<file path="src/rtl/uart_receiver.sv">
// uart_receiver: oversampled 8N1 UART receiver.
// Start-bit detection, mid-bit sampling of 8 data bits (LSB first) and a stop-bit
// check. Good frames update rx_data with a one-clock rx_done strobe. A frame whose
// stop bit samples low gives a single frame_error strobe, then the receiver waits
// for the line to return high, so a held-low (break) line reports only once.
module uart_receiver #(
    parameter int OVERSAMPLE = 16
) (
    input  logic       clock,
    input  logic       reset_n,
    input  logic       rxd,
    input  logic       sample_tick,
    output logic [7:0] rx_data,
    output logic       rx_done,
    output logic       frame_error,
    output logic [2:0] state_dbg
);

    // Output strobes: rx_done and frame_error are valid-only pulses with no
    // ready/backpressure. Each is high for exactly one clock and never together;
    // rx_data is stable from the rx_done pulse until the next good frame.

    localparam int TW = (OVERSAMPLE > 1) ? $clog2(OVERSAMPLE) : 1;
    localparam logic [TW-1:0] TICK_MID  = TW'(OVERSAMPLE / 2 - 1);
    localparam logic [TW-1:0] TICK_LAST = TW'(OVERSAMPLE - 1);

    typedef enum logic [2:0] {
        S_IDLE      = 3'd0,
        S_START     = 3'd1,
        S_DATA      = 3'd2,
        S_STOP      = 3'd3,
        S_WAIT_HIGH = 3'd4
    } state_t;

    state_t        state, state_n;
    logic          rxd_meta, rxd_s;
    logic [TW-1:0] tick_cnt, tick_n;
    logic [2:0]    bit_cnt, bit_n;
    logic [7:0]    shift_reg, shift_n;
    logic [7:0]    data_n;
    logic          done_n, ferr_n;

    assign state_dbg = state;

    // Two-flop synchronizer for the asynchronous serial line (resets to idle-high).
    always_ff @(posedge clock or negedge reset_n) begin
        if (!reset_n) begin
            rxd_meta <= 1'b1;
            rxd_s    <= 1'b1;
        end else begin
            rxd_meta <= rxd;
            rxd_s    <= rxd_meta;
        end
    end

    // State, counters, shift register, output byte and strobes.
    always_ff @(posedge clock or negedge reset_n) begin
        if (!reset_n) begin
            state       <= S_IDLE;
            tick_cnt    <= '0;
            bit_cnt     <= '0;
            shift_reg   <= '0;
            rx_data     <= 8'h00;
            rx_done     <= 1'b0;
            frame_error <= 1'b0;
        end else begin
            state       <= state_n;
            tick_cnt    <= tick_n;
            bit_cnt     <= bit_n;
            shift_reg   <= shift_n;
            rx_data     <= data_n;
            rx_done     <= done_n;
            frame_error <= ferr_n;
        end
    end

    // Next-state logic; everything advances only on a sample_tick.
    always_comb begin
        state_n = state;
        tick_n  = tick_cnt;
        bit_n   = bit_cnt;
        shift_n = shift_reg;
        data_n  = rx_data;
        done_n  = 1'b0;
        ferr_n  = 1'b0;
        if (sample_tick) begin
            case (state)
                S_IDLE: begin
                    if (!rxd_s) begin
                        state_n = S_START;
                        tick_n  = '0;
                    end
                end
                S_START: begin
                    if (tick_cnt == TICK_MID) begin
                        tick_n = '0;
                        if (!rxd_s) begin
                            state_n = S_DATA;
                            bit_n   = '0;
                        end else begin
                            // Line went back high before mid start bit: a glitch.
                            state_n = S_IDLE;
                        end
                    end else begin
                        tick_n = tick_cnt + 1'b1;
                    end
                end
                S_DATA: begin
                    if (tick_cnt == TICK_LAST) begin
                        shift_n = {rxd_s, shift_reg[7:1]};
                        tick_n  = '0;
                        if (bit_cnt == 3'd7) begin
                            state_n = S_STOP;
                            bit_n   = '0;
                        end else begin
                            bit_n = bit_cnt + 1'b1;
                        end
                    end else begin
                        tick_n = tick_cnt + 1'b1;
                    end
                end
                S_STOP: begin
                    if (tick_cnt == TICK_LAST) begin
                        tick_n = '0;
                        if (rxd_s) begin
                            data_n  = shift_reg;
                            done_n  = 1'b1;
                            state_n = S_IDLE;
                        end else begin
                            ferr_n  = 1'b1;
                            state_n = S_WAIT_HIGH;
                        end
                    end else begin
                        tick_n = tick_cnt + 1'b1;
                    end
                end
                S_WAIT_HIGH: begin
                    if (rxd_s) begin
                        state_n = S_IDLE;
                    end
                end
                default: begin
                    state_n = S_IDLE;
                    tick_n  = '0;
                    bit_n   = '0;
                end
            endcase
        end
    end

endmodule

</file>
<file path="config.mk">
export PLATFORM = sky130hd
export DESIGN_NAME = uart_receiver
export DESIGN_NICKNAME = d
export VERILOG_FILES = /design/src/rtl/uart_receiver.sv
export SDC_FILE = /design/constraint.sdc
export NUM_CORES = 1
export LEC_CHECK = 0
export CORE_ASPECT_RATIO = 1.4
export CORE_UTILIZATION = 58
export CTS_CLUSTER_SIZE = 20
export DETAILED_ROUTE_END_ITERATION = 16
export GPL_ROUTABILITY_DRIVEN = 0
export HOLD_SLACK_MARGIN = 0.08
export PLACE_DENSITY = 0.81
export SYNTH_ARGS = -nofsm -noshare
export SYNTH_HDL_FRONTEND = slang
export SYNTH_SLANG_ARGS = --single-unit
</file>
<file path="constraint.sdc">
create_clock -name clock -period 2.7 [get_ports clock]
set_clock_uncertainty 0.05 [all_clocks]
set_input_delay 0.675 -clock clock [delete_from_list [all_inputs] [get_ports clock]]
set_output_delay 0.675 -clock clock [all_outputs]
set_load 0.005 [all_outputs]
</file>
==> flow_summary.json <==
{
  "synth_commonest_cells": "dfrtp_1, mux2_2, nand2_1, nor2_1, o21ai_0",
  "mappedNetlistArea_mm2": 0.00138,
  "ios": 17,
  "async_flop_share_pct": 100,
  "grt_use_total_pct": 20.1,
  "status": "finished clean",
  "ant_nets": 0,
  "crit_arrival_ns": 1.48,
  "start_util_pct": 62.7,
  "worst-setup-path-type": "flip-flop to output port",
  "n_antenna_cell": 0,
  "setup_viol": 0,
  "synthFlopType": "dfrtp_1",
  "synthTopCellsByArea": "dfrtp_1, mux2_2, dfstp_2, ha_1, mux2i_1",
  "root_buffer": "clkbuf_4",
  "max_freq_mhz": 454,
  "drive_above_1_share_pct": 30.0,
  "max-slew-margin-rel_pct": 70.7,
  "worst_pin_slew_ns": 0.435,
  "post_drt_wl_per_cell_um": 14.6,
  "met1_usage_pct": 24.5,
  "finalMaxSlewViolations": 0,
  "report.power.total_mw": 1.26,
  "drc": 0,
  "hold_class": "flip-flop to flip-flop",
  "die_area_mm2": 0.00258,
  "rr_endpoint": "shift_reg[5]",
  "via_per_inst": 5.88,
  "reg2reg_slack_ns": 0.80,
  "gr-total-overflow": 0,
  "yosysWarnings": 0,
  "reg2reg_depth": 4,
  "worst_slack_ns": 0.500,
  "cp_max_fo": 12,
  "cp_num_buf_inv": 1,
  "rsz0062_at_grt": "false",
  "hold_end": "rxd_s",
  "ys_ff_latch": 30,
  "synth-edff-count": 0,
  "power_frac_comb_pct": 28.0,
  "post-place-ws_ns": 0.226,
  "period_minus_slack_ns": 2.20,
  "finalCritPeriodShare_pct": 81.5,
  "first_pass_iters": 4,
  "r2r-start": "state_dbg[1]",
  "critPathCaptureType": "output port",
  "pwr_density_cell_mw_per_mm2": 782,
  "die_w_um": 43.2,
  "ys_types": 34,
  "synth_top_area_cell": "dfrtp_1",
  "synth_top_area_share_pct": 50.7,
  "port_buffers": 16,
  "postCtsSetupBuffers": 0,
  "finalHoldViolCount": 0,
  "htree_levels": 2,
  "power.internal_mw": 0.836,
  "postLayoutCoreUtil_pct": 73.4,
  "grt_antenna_before_repair": 0,
  "grt_use_met2_pct": 31.6,
  "die_h_um": 59.7,
  "cts_buffers": 5,
  "syn-num-nets": 115,
  "core_area_mm2": 0.00220,
  "synth-seq-area-share_pct": 54.5,
  "yosysMostFrequentCell": "dfrtp_1",
  "final-seq-area_um2": 753,
  "grt_pass1_wl_um": 3710,
  "crit_chain": "clkdlybuf4s50_1",
  "grt.busiest_layer": "met2",
  "cpPeakStageDelay_ns": 0.57,
  "worstHoldPathCells": 0,
  "min-delay-start": "rxd_meta",
  "clockPowerShare_pct": 22.1,
  "synth.avg_cell_area_um2": 12.8,
  "grt_pass1_vias": 834,
  "cts_buffer_depth": 2,
  "cts.sinks": 30,
  "fp-row-count": 20,
  "clk_pin_slew_ns": 0.10,
  "p_sw_share_pct": 33.9,
  "place_hpwl_um": 1570,
  "ir_drop_v": 0.000397,
  "nets": 136,
  "syn_to_final_growth_pct": 17.0,
  "p_seq_share_pct": 49.9,
  "grt_max_degree": 31,
  "drtIter0Drc": 15,
  "met3_usage_pct": 6.95,
  "crit_slowest_cell": "dfrtp_1",
  "num-fill-cells": 156,
  "cts_resized": 0,
  "multi_input_area_um2": 589,
  "p_sw_mw": 0.428,
  "setup_tns_ns": 0,
  "vias": 893,
  "wl_um": 2220,
  "crit_family": "flip-flops",
  "holdBufCountCts": 0,
  "drv_cap": 0,
  "cp-start-kind": "flip-flop",
  "clk_latency_ns": 0.33,
  "syn-instance-count": 108,
  "cts_tree": "yes",
  "leakagePower_nw": 0.765,
  "worstPathRequired_ns": 1.98
}
[power by group through the flow]
stage                     Combinational (mW)  Sequential (mW)  Clock [mW]
final                                  0.355            0.631       0.279
after detailed placement               0.358            0.642           0
after global placement                 0.343            0.632           0
after floorplan                        0.318            0.588           0
after CTS                              0.359            0.632       0.292
after global routing                   0.406            0.645       0.308
[per-stage QoR]
| stage | hold slack (ns) | cells | cell area (um2) |
|---|---|---|---|
| floorplan | 0.295 | 108 | 1380 |
| global placement | 0.297 | 144 | 1550 |
| detailed placement | 0.301 | 144 | 1550 |
| CTS | 0.313 | 152 | 1620 |
| global route | 0.318 | 152 | 1620 |
| finish | 0.310 | 152 | 1620 |
[layer usage]
metal / share of wire (%) / wire [um] / vias up
met2: 49 / 1090 / 20
li1: - / - / 422
met3: 4.9 / 108 / 6
met1: 44 / 973 / 445
met4: 2.1 / 47 / 0
met5: 0 / 0 / -
[placed cells by master (no fill, tap or decap), types with 2 or more instances in the layout]
cell type	netlist	final
a22o_1	2	2
clkbuf_4	0	5
clkdlybuf4s50_1	0	16
dfrtp_1	28	28
dfstp_2	2	2
ha_1	3	3
inv_1	4	4
mux2_2	19	19
mux2i_1	3	3
nand2_1	8	8
nand3b_1	2	2
nor2_1	6	6
nor3_1	4	4
o21ai_0	5	5
[final cells by class]
type / count / area share, %
tap: 22 / 1.70
clock inverter: 2 / 0.774
timing repair buffer: 17 / 10.4
sequential: 30 / 46.6
clock buffer: 6 / 3.17
multi-input combinational: 71 / 36.5
inverter: 4 / 0.929
[worst reg2reg max path, cell delays in order (launching register included)]
cell and delay [ns]:
dfrtp_1 0.56, inv_1 0.14, or3_4 0.41, nor2_4 0.24, mux2_2 0.37
[kinds of logic (layout without fill, tap and decap cells)]
group | after synthesis | count (layout) | share of synthesized area (%)
buffers and inverters | 7 | 29 | 2.81
adder cells (fa/ha/maj) | 3 | 3 | 2.72
AND/OR/NAND/NOR | 29 | 29 | 13.0
XOR/XNOR | 2 | 2 | 1.27
AO/OA/AOI/OAI | 15 | 15 | 8.06
multiplexers | 22 | 22 | 17.7
flip-flops | 30 | 30 | 54.5
[how the worst max path moves through the flow]
stage / start / endpoint / slack, ns / cells past startpoint
4_1_cts: state_dbg[0] / state_dbg[0] / 0.47 / 1
6_report: state_dbg[0] / state_dbg[0] / 0.50 / 1
5_1_grt: state_dbg[0] / state_dbg[0] / 0.40 / 1
2_1_floorplan: sample_tick / rx_data[0] / 1.01 / 3
3_3_place_gp: sample_tick / rx_data[2] / 0.28 / 4
3_5_place_dp: sample_tick / rx_data[3] / 0.23 / 4
Power figures use the tool's default switching activity.
